**src/rtl/core_pkg.sv**
```systemverilog
// Types and constants shared by the core front end: fetch FSM states,
// the buffered fetch entry layout and the default reset fetch address.
package core_pkg;

  typedef enum logic [1:0] {
    IDLE = 2'd0,
    REQ  = 2'd1,
    KILL = 2'd2
  } fetch_state_t;

  localparam int CORE_XLEN = 32;

  localparam logic [CORE_XLEN-1:0] DEFAULT_RESET_PC = '0;

  // Buffered instruction tagged with the address it was fetched from.
  typedef struct packed {
    logic [CORE_XLEN-1:0] pc;
    logic [CORE_XLEN-1:0] inst;
  } fetch_entry_t;

endpackage

```
**src/rtl/fetch_unit_if.sv**
```systemverilog
// Signal bundle of the fetch unit: instruction cache request/response,
// redirect strobe, decode-side valid/ready port and debug visibility.
interface fetch_unit_if #(
  parameter int DATA_WIDTH = 32,
  parameter int FIFO_DEPTH = 4
) ();
  import core_pkg::*;

  localparam int CW = $clog2(FIFO_DEPTH + 1);

  // Cache side: inst_req/inst_addr hold steady until the single-cycle
  // inst_valid strobe; inst_valid with inst_req low carries no meaning.
  // Decode side: an entry transfers on every edge where out_valid and
  // out_ready are both high; out_inst/out_pc are stable while out_valid
  // waits for out_ready (unless a redirect flushes the buffer).
  logic                  inst_req;
  logic [DATA_WIDTH-1:0] inst_addr;
  logic                  inst_valid;
  logic [DATA_WIDTH-1:0] inst_data;
  logic                  redirect;
  logic [DATA_WIDTH-1:0] redirect_pc;
  logic                  out_valid;
  logic                  out_ready;
  logic [DATA_WIDTH-1:0] out_inst;
  logic [DATA_WIDTH-1:0] out_pc;
  logic [CW-1:0]         fifo_count;
  fetch_state_t          state;

  modport master (
    output inst_req, inst_addr, out_valid, out_inst, out_pc, fifo_count, state,
    input  inst_valid, inst_data, redirect, redirect_pc, out_ready
  );

  modport slave (
    input  inst_req, inst_addr, out_valid, out_inst, out_pc, fifo_count, state,
    output inst_valid, inst_data, redirect, redirect_pc, out_ready
  );

endinterface

```
**src/rtl/fetch_fifo.sv**
```systemverilog
// Synchronous FIFO of {pc, inst} fetch entries with flush and occupancy.
// Flush wins over push and pop in the same cycle.
module fetch_fifo #(
  parameter int DATA_WIDTH = 32,
  parameter int FIFO_DEPTH = 4
) (
  input  logic                                 clk,
  input  logic                                 rst,
  input  logic                                 push,
  input  logic                                 pop,
  input  logic                                 flush,
  input  logic [DATA_WIDTH-1:0]                push_pc,
  input  logic [DATA_WIDTH-1:0]                push_inst,
  output logic                                 out_valid,
  output logic [DATA_WIDTH-1:0]                out_pc,
  output logic [DATA_WIDTH-1:0]                out_inst,
  output logic [$clog2(FIFO_DEPTH+1)-1:0]      count
);

  localparam int PW = $clog2(FIFO_DEPTH);
  localparam int CW = $clog2(FIFO_DEPTH + 1);

  typedef struct packed {
    logic [DATA_WIDTH-1:0] pc;
    logic [DATA_WIDTH-1:0] inst;
  } entry_t;

  entry_t        mem [FIFO_DEPTH];
  logic [PW-1:0] wptr;
  logic [PW-1:0] rptr;
  logic          do_push;
  logic          do_pop;

  // A full FIFO still accepts a push when a pop frees the head slot.
  assign do_pop  = pop && !flush && (count != '0);
  assign do_push = push && !flush && ((count != CW'(FIFO_DEPTH)) || do_pop);

  always_ff @(posedge clk or negedge rst) begin
    if (!rst) begin
      wptr  <= '0;
      rptr  <= '0;
      count <= '0;
      for (int i = 0; i < FIFO_DEPTH; i++) begin
        mem[i] <= '0;
      end
    end else if (flush) begin
      wptr  <= '0;
      rptr  <= '0;
      count <= '0;
    end else begin
      if (do_push) begin
        mem[wptr] <= '{pc: push_pc, inst: push_inst};
        wptr      <= wptr + PW'(1);
      end
      if (do_pop) begin
        rptr <= rptr + PW'(1);
      end
      count <= count + CW'(do_push) - CW'(do_pop);
    end
  end

  assign out_valid = (count != '0);
  assign out_pc    = mem[rptr].pc;
  assign out_inst  = mem[rptr].inst;

endmodule

```
**src/rtl/fetch_unit.sv**
```systemverilog
// Instruction fetch unit: sequential PC generation, single outstanding
// cache request, buffered {pc, inst} delivery to decode and redirect flush.
module fetch_unit
  import core_pkg::*;
#(
  parameter int                    DATA_WIDTH      = 32,
  parameter int                    BYTE_DATA_WIDTH = 4,
  parameter int                    FIFO_DEPTH      = 4,
  parameter logic [DATA_WIDTH-1:0] RESET_PC        = DATA_WIDTH'(DEFAULT_RESET_PC)
) (
  input  logic         clk,
  input  logic         rst,
  fetch_unit_if.master bus
);

  localparam int CW = $clog2(FIFO_DEPTH + 1);

  fetch_state_t          state_q, state_d;
  logic [DATA_WIDTH-1:0] pc_q, pc_d;
  logic [DATA_WIDTH-1:0] addr_q, addr_d;
  logic [DATA_WIDTH-1:0] pc_step;
  logic                  push;
  logic                  pop;
  logic [CW:0]           occ_next;
  logic                  space;

  assign push    = (state_q == REQ) && bus.inst_valid && !bus.redirect;
  assign pop     = bus.out_valid && bus.out_ready && !bus.redirect;
  assign pc_step = pc_q + DATA_WIDTH'(BYTE_DATA_WIDTH);

  // Occupancy after this edge; a request is only issued when the slot its
  // response will need is guaranteed to be free.
  always_comb begin
    occ_next = '0;
    if (!bus.redirect) begin
      occ_next = {1'b0, bus.fifo_count} + (CW+1)'(push) - (CW+1)'(pop);
    end
  end

  assign space = occ_next < (CW+1)'(FIFO_DEPTH);

  always_comb begin
    state_d = state_q;
    pc_d    = pc_q;
    addr_d  = addr_q;
    case (state_q)
      IDLE: begin
        if (bus.redirect) begin
          pc_d = bus.redirect_pc;
          if (space) begin
            state_d = REQ;
            addr_d  = bus.redirect_pc;
          end
        end else if (space) begin
          state_d = REQ;
          addr_d  = pc_q;
        end
      end
      REQ: begin
        if (bus.redirect && bus.inst_valid) begin
          pc_d   = bus.redirect_pc;
          addr_d = bus.redirect_pc;
        end else if (bus.redirect) begin
          // The old request is still owed a response; wait for it in KILL.
          pc_d    = bus.redirect_pc;
          state_d = KILL;
        end else if (bus.inst_valid) begin
          pc_d = pc_step;
          if (space) begin
            addr_d = pc_step;
          end else begin
            state_d = IDLE;
          end
        end
      end
      KILL: begin
        if (bus.redirect) begin
          pc_d = bus.redirect_pc;
          if (bus.inst_valid) begin
            state_d = REQ;
            addr_d  = bus.redirect_pc;
          end
        end else if (bus.inst_valid) begin
          state_d = REQ;
          addr_d  = pc_q;
        end
      end
      default: begin
        state_d = IDLE;
      end
    endcase
  end

  always_ff @(posedge clk or negedge rst) begin
    if (!rst) begin
      state_q <= IDLE;
      pc_q    <= RESET_PC;
      addr_q  <= RESET_PC;
    end else begin
      state_q <= state_d;
      pc_q    <= pc_d;
      addr_q  <= addr_d;
    end
  end

  assign bus.inst_req  = (state_q != IDLE);
  assign bus.inst_addr = addr_q;
  assign bus.state     = state_q;

  fetch_fifo #(
    .DATA_WIDTH (DATA_WIDTH),
    .FIFO_DEPTH (FIFO_DEPTH)
  ) u_fifo (
    .clk       (clk),
    .rst       (rst),
    .push      (push),
    .pop       (pop),
    .flush     (bus.redirect),
    .push_pc   (addr_q),
    .push_inst (bus.inst_data),
    .out_valid (bus.out_valid),
    .out_pc    (bus.out_pc),
    .out_inst  (bus.out_inst),
    .count     (bus.fifo_count)
  );

endmodule

```
**src/flat_wrapper.sv**
```systemverilog
// flat-port wrapper written by rule: the top's interface ports become plain ports
module fetch_unit_flat import core_pkg::*;
#(
  parameter int                    DATA_WIDTH      = 32,
  parameter int                    BYTE_DATA_WIDTH = 4,
  parameter int                    FIFO_DEPTH      = 4,
  parameter logic [DATA_WIDTH-1:0] RESET_PC        = DATA_WIDTH'(DEFAULT_RESET_PC)
)
  (clk, rst, bus_inst_req, bus_inst_addr, bus_out_valid, bus_out_inst, bus_out_pc, bus_fifo_count, bus_state, bus_inst_valid, bus_inst_data, bus_redirect, bus_redirect_pc, bus_out_ready);
  fetch_unit_if #(.DATA_WIDTH(DATA_WIDTH), .FIFO_DEPTH(FIFO_DEPTH)) bus_i ();
  input  logic clk;
  input  logic rst;
  output wire logic [$bits(bus_i.inst_req)-1:0] bus_inst_req;
  output wire logic [$bits(bus_i.inst_addr)-1:0] bus_inst_addr;
  output wire logic [$bits(bus_i.out_valid)-1:0] bus_out_valid;
  output wire logic [$bits(bus_i.out_inst)-1:0] bus_out_inst;
  output wire logic [$bits(bus_i.out_pc)-1:0] bus_out_pc;
  output wire logic [$bits(bus_i.fifo_count)-1:0] bus_fifo_count;
  output wire logic [$bits(bus_i.state)-1:0] bus_state;
  input wire logic [$bits(bus_i.inst_valid)-1:0] bus_inst_valid;
  input wire logic [$bits(bus_i.inst_data)-1:0] bus_inst_data;
  input wire logic [$bits(bus_i.redirect)-1:0] bus_redirect;
  input wire logic [$bits(bus_i.redirect_pc)-1:0] bus_redirect_pc;
  input wire logic [$bits(bus_i.out_ready)-1:0] bus_out_ready;
  assign bus_inst_req = bus_i.inst_req;
  assign bus_inst_addr = bus_i.inst_addr;
  assign bus_out_valid = bus_i.out_valid;
  assign bus_out_inst = bus_i.out_inst;
  assign bus_out_pc = bus_i.out_pc;
  assign bus_fifo_count = bus_i.fifo_count;
  assign bus_state = bus_i.state;
  assign bus_i.inst_valid = bus_inst_valid;
  assign bus_i.inst_data = bus_inst_data;
  assign bus_i.redirect = bus_redirect;
  assign bus_i.redirect_pc = bus_redirect_pc;
  assign bus_i.out_ready = bus_out_ready;
  fetch_unit #(.DATA_WIDTH(DATA_WIDTH), .BYTE_DATA_WIDTH(BYTE_DATA_WIDTH), .FIFO_DEPTH(FIFO_DEPTH), .RESET_PC(RESET_PC)) u_core (.clk(clk), .rst(rst), .bus(bus_i));
endmodule
```
**config.mk**
```make
export PLATFORM = sky130hd
export DESIGN_NAME = fetch_unit_flat
export DESIGN_NICKNAME = d
export VERILOG_FILES = /design/src/rtl/core_pkg.sv /design/src/rtl/fetch_unit_if.sv /design/src/rtl/fetch_fifo.sv /design/src/rtl/fetch_unit.sv /design/src/flat_wrapper.sv
export SDC_FILE = /design/constraint.sdc
export NUM_CORES = 1
export LEC_CHECK = 0
export ABC_AREA = 1
export ABC_CLOCK_PERIOD_IN_PS = 4650
export CAP_MARGIN = 25
export CELL_PAD_IN_SITES_DETAIL_PLACEMENT = 0
export CELL_PAD_IN_SITES_GLOBAL_PLACEMENT = 1
export CORE_ASPECT_RATIO = 1.4
export CORE_MARGIN = 2
export CORE_UTILIZATION = 25
export DETAILED_ROUTE_END_ITERATION = 6
export PLACE_DENSITY_LB_ADDON = 0.1
export SETUP_SLACK_MARGIN = 0.15
export SLEW_MARGIN = 20
export SYNTH_ARGS = -nofsm -noshare
export SYNTH_HDL_FRONTEND = slang
export SYNTH_SLANG_ARGS = --single-unit
```
**constraint.sdc**
```tcl
create_clock -name clk -period 4.65 [get_ports clk]
set_clock_uncertainty 0.2 [all_clocks]
set_input_delay 0.6975 -clock clk [delete_from_list [all_inputs] [get_ports clk]]
set_output_delay 0.6975 -clock clk [all_outputs]
set_load 0.01 [all_outputs]
```
==> flow_summary.json <==
{
  "reg2reg_depth": 18,
  "switching_share": 0.3973,
  "powerDensity_nw_per_um2": 686.4,
  "rrSetupSlack_ns": 1.65,
  "max_cap_viol_count": 0,
  "layout_commonest_cell": "nand2_1",
  "drt-initial-drc-count": 942,
  "cp_data_arrival_time_ns": 2.86,
  "routabilityCongestion": 0.8595,
  "cts.path.max_buffers": 3,
  "dieWidth_um": 220.9,
  "num_io_pins": 172,
  "maxSlewViolCount": 0,
  "core_sq_um": 65280,
  "yosys_warnings": 0,
  "routed_wl_um": 58480,
  "post-route-min-period_ns": 3.759,
  "avgSynthCellArea_sq_um": 8.249,
  "wl_per_cell_um": 19.51,
  "r2r_end": "u_core.bus.inst_addr[6]$_DFFE_PN0P_",
  "synth-xor-area-share": 0.007979,
  "cts_tree": "done",
  "final_hold_viol_count": 0,
  "slew_headroom": 0.3729,
  "synth_top_area_cell": "dfrtp_1",
  "cts.clk_slew.worst_paths_ns": 0.06,
  "grt_antenna_before_repair": 0,
  "cp-startpoint": "u_core.u_fifo.rptr[1]$_DFFE_PN0P_",
  "start_kind": "flip-flop",
  "ys_types": 36,
  "drive_gt1_frac": 0.09628,
  "cp_max_fo": 66,
  "rsz0062_at_grt": "false",
  "synth-main-ff-cell": "dfrtp_1",
  "grt_overflow": 0,
  "area.growth.synth_to_final_pct": 22.40,
  "fin_ws_ns": 0.8906,
  "crit_end": "bus_out_pc[15]",
  "placementRows": 111,
  "reg2reg_from": "u_core.bus.state[1]$_DFFE_PN0P_",
  "synthesis.area_sq_um": 16460,
  "worst_setup_path_end_kind": "output pin",
  "dp_worst_setup_slack_ns": 0.9850,
  "place_area_sq_um": 18770,
  "worst_hold_slack_ns": 0.04756,
  "setup_viol": 0,
  "synthCells": 1996,
  "yosysTopAreaCellShare": 0.5000,
  "post-route-period-util": 0.8085,
  "p_sw_mw": 5.495,
  "seqPwrFrac": 0.338,
  "p_leak_nw": 9.178,
  "nNetsFinal": 2201,
  "seqCellArea_sq_um": 8238,
  "ys_seq_elements": 329,
  "antenna_cells": 0,
  "fillers": 7044,
  "ctsResizeCount": 0,
  "grt_max_degree": 129,
  "synth-edff-count": 0,
  "grt.total_usage": 0.1713,
  "start_util": 0.2522,
  "multi_input_area_sq_um": 6795,
  "final_cell_area_sq_um": 20150,
  "final_cell_mix": "nand2_1, dfrtp_1, nor2_1, o21ai_0, o21ai_1",
  "worst_pin_slew_ns": 0.9406,
  "clock-root-buffer": "clkbuf_16",
  "hpwlAfterDp_um": 38570,
  "synth.area.top_cells": "dfrtp_1, nand2_1, o21ai_0",
  "viasPerCell": 4.642,
  "irDropWorstVdd_v": 0.0002472,
  "cts_hold_buf": 0,
  "drc_errors": 0,
  "intPower_mw": 8.336,
  "async_flop_share": 1.000,
  "status": "complete, no violations",
  "dieArea_sq_um": 67960,
  "h-tree-depth": 2,
  "synth_fa_ha_area_frac": 0.008815,
  "first_pass_iters": 5,
  "ys_seq_area_frac": 0.5000,
  "pwr-share-clk": 0.241,
  "fin_util": 0.3087,
  "synth_mux_area_frac": 0,
  "cts.sinks": 329,
  "numCtsBuffers": 40,
  "syn_nets": 2076,
  "vias": 13910,
  "grt_pass1_vias": 14010,
  "yosys.area_share.simple": 0.1838,
  "setup_tns_ns": 0,
  "hold_class": "in2async",
  "insertion_delay_ns": 0.55,
  "synth_compound_gate_area_share": 0.2119,
  "port_buffers": 171,
  "antenna_left": 0,
  "grt_pass1_wl_um": 89780,
  "max_freq_ghz": 0.2660,
  "p_comb_frac": 0.420,
  "cts_setup_buffers": 0,
  "critPathRequiredTime_ns": 3.75,
  "synth_top_family_by_area": "compound AO/OA/AOI/OAI gates",
  "die_h_um": 307.6,
  "crit_type": "reg2out"
}
state kept, by name, summed over array words and instances, names as in the netlist:
signal,flops
u_core.u_fifo.mem,256
u_core.bus.inst_addr,32
u_core.pc_q,32
u_core.u_fifo.count,3
u_core.bus.state,2
u_core.u_fifo.rptr,2
u_core.u_fifo.wptr,2
metrics by stage:
stage               cells  total power [mW]
floorplan            1996             7.837
global placement     2925             10.65
detailed placement   2926             10.68
CTS                  2997             14.12
global route         2997             14.93
finish               2997             13.83
Yosys cell counts, types with 7 or more instances:
cell type,count
a21oi_1,27
o21ai_0,218
o22ai_1,91
xor2_1,15
nand3b_1,7
clkbuf_1,57
nand2_1,445
buf_6,52
o211ai_1,8
o21ai_1,184
dfrtp_1,329
buf_2,19
ha_1,10
nor2_1,228
o21ai_2,68
inv_1,133
nand3_1,50
worst min-delay path by stage:
stage,depth (start not counted),to,slack (ns),from
after floorplan,0,u_core.bus.inst_addr[0]$_DFFE_PN0P_,0.20,rst
after global placement,2,u_core.u_fifo.mem[81]$_DFFE_PN0P_,0.26,u_core.u_fifo.mem[81]$_DFFE_PN0P_
after detailed placement,2,u_core.u_fifo.mem[80]$_DFFE_PN0P_,0.26,u_core.u_fifo.mem[80]$_DFFE_PN0P_
after CTS,1,u_core.u_fifo.mem[75]$_DFFE_PN0P_,0.07,rst
after global routing,1,u_core.u_fifo.mem[75]$_DFFE_PN0P_,0.10,rst
final,1,u_core.u_fifo.mem[75]$_DFFE_PN0P_,0.05,rst
power by group through the flow:
stage                     clock network (mW)  logic (mW)  registers [mW]
after floorplan                            0        3.34            4.49
after global placement                     0        5.93            4.72
after detailed placement                   0        5.95            4.73
after CTS                               3.47        5.97            4.69
after global routing                    3.58        6.54            4.81
final                                   3.34        5.81            4.68
cell type report:
cell class / count / share of cell area
clock buffers: 55 / 0.05799
clock inverters: 16 / 0.01049
inverters: 141 / 0.02676
multi-input cells: 1396 / 0.3372
flip-flops and latches: 329 / 0.4088
well taps: 847 / 0.05259
repair buffers: 213 / 0.1062
per-layer routing:
| layer | global-route usage | routed length [um] | up-vias |
|---|---|---|---|
| met1 | 0.2198 | 26290 | 6675 |
| met5 | 0 | 0 | - |
| li1 | - | - | 6896 |
| met2 | 0.2938 | 28430 | 266 |
| met4 | 0.05853 | 1878 | 0 |
| met3 | 0.02500 | 1877 | 74 |
critical path: stages (launching register included):
cell             delay (ns)
dfrtp_2                0.36
buf_4                  0.72
o21ai_0                0.21
o22ai_1                0.39
clkdlybuf4s50_1        0.62
logic make-up after synthesis:
family	Yosys count
compound gates	612
flops	329
fa+ha+maj	11
buf+inv	271
xor+xnor	15
simple gates	758
No activity file was read; power rests on OpenSTA's default activity.
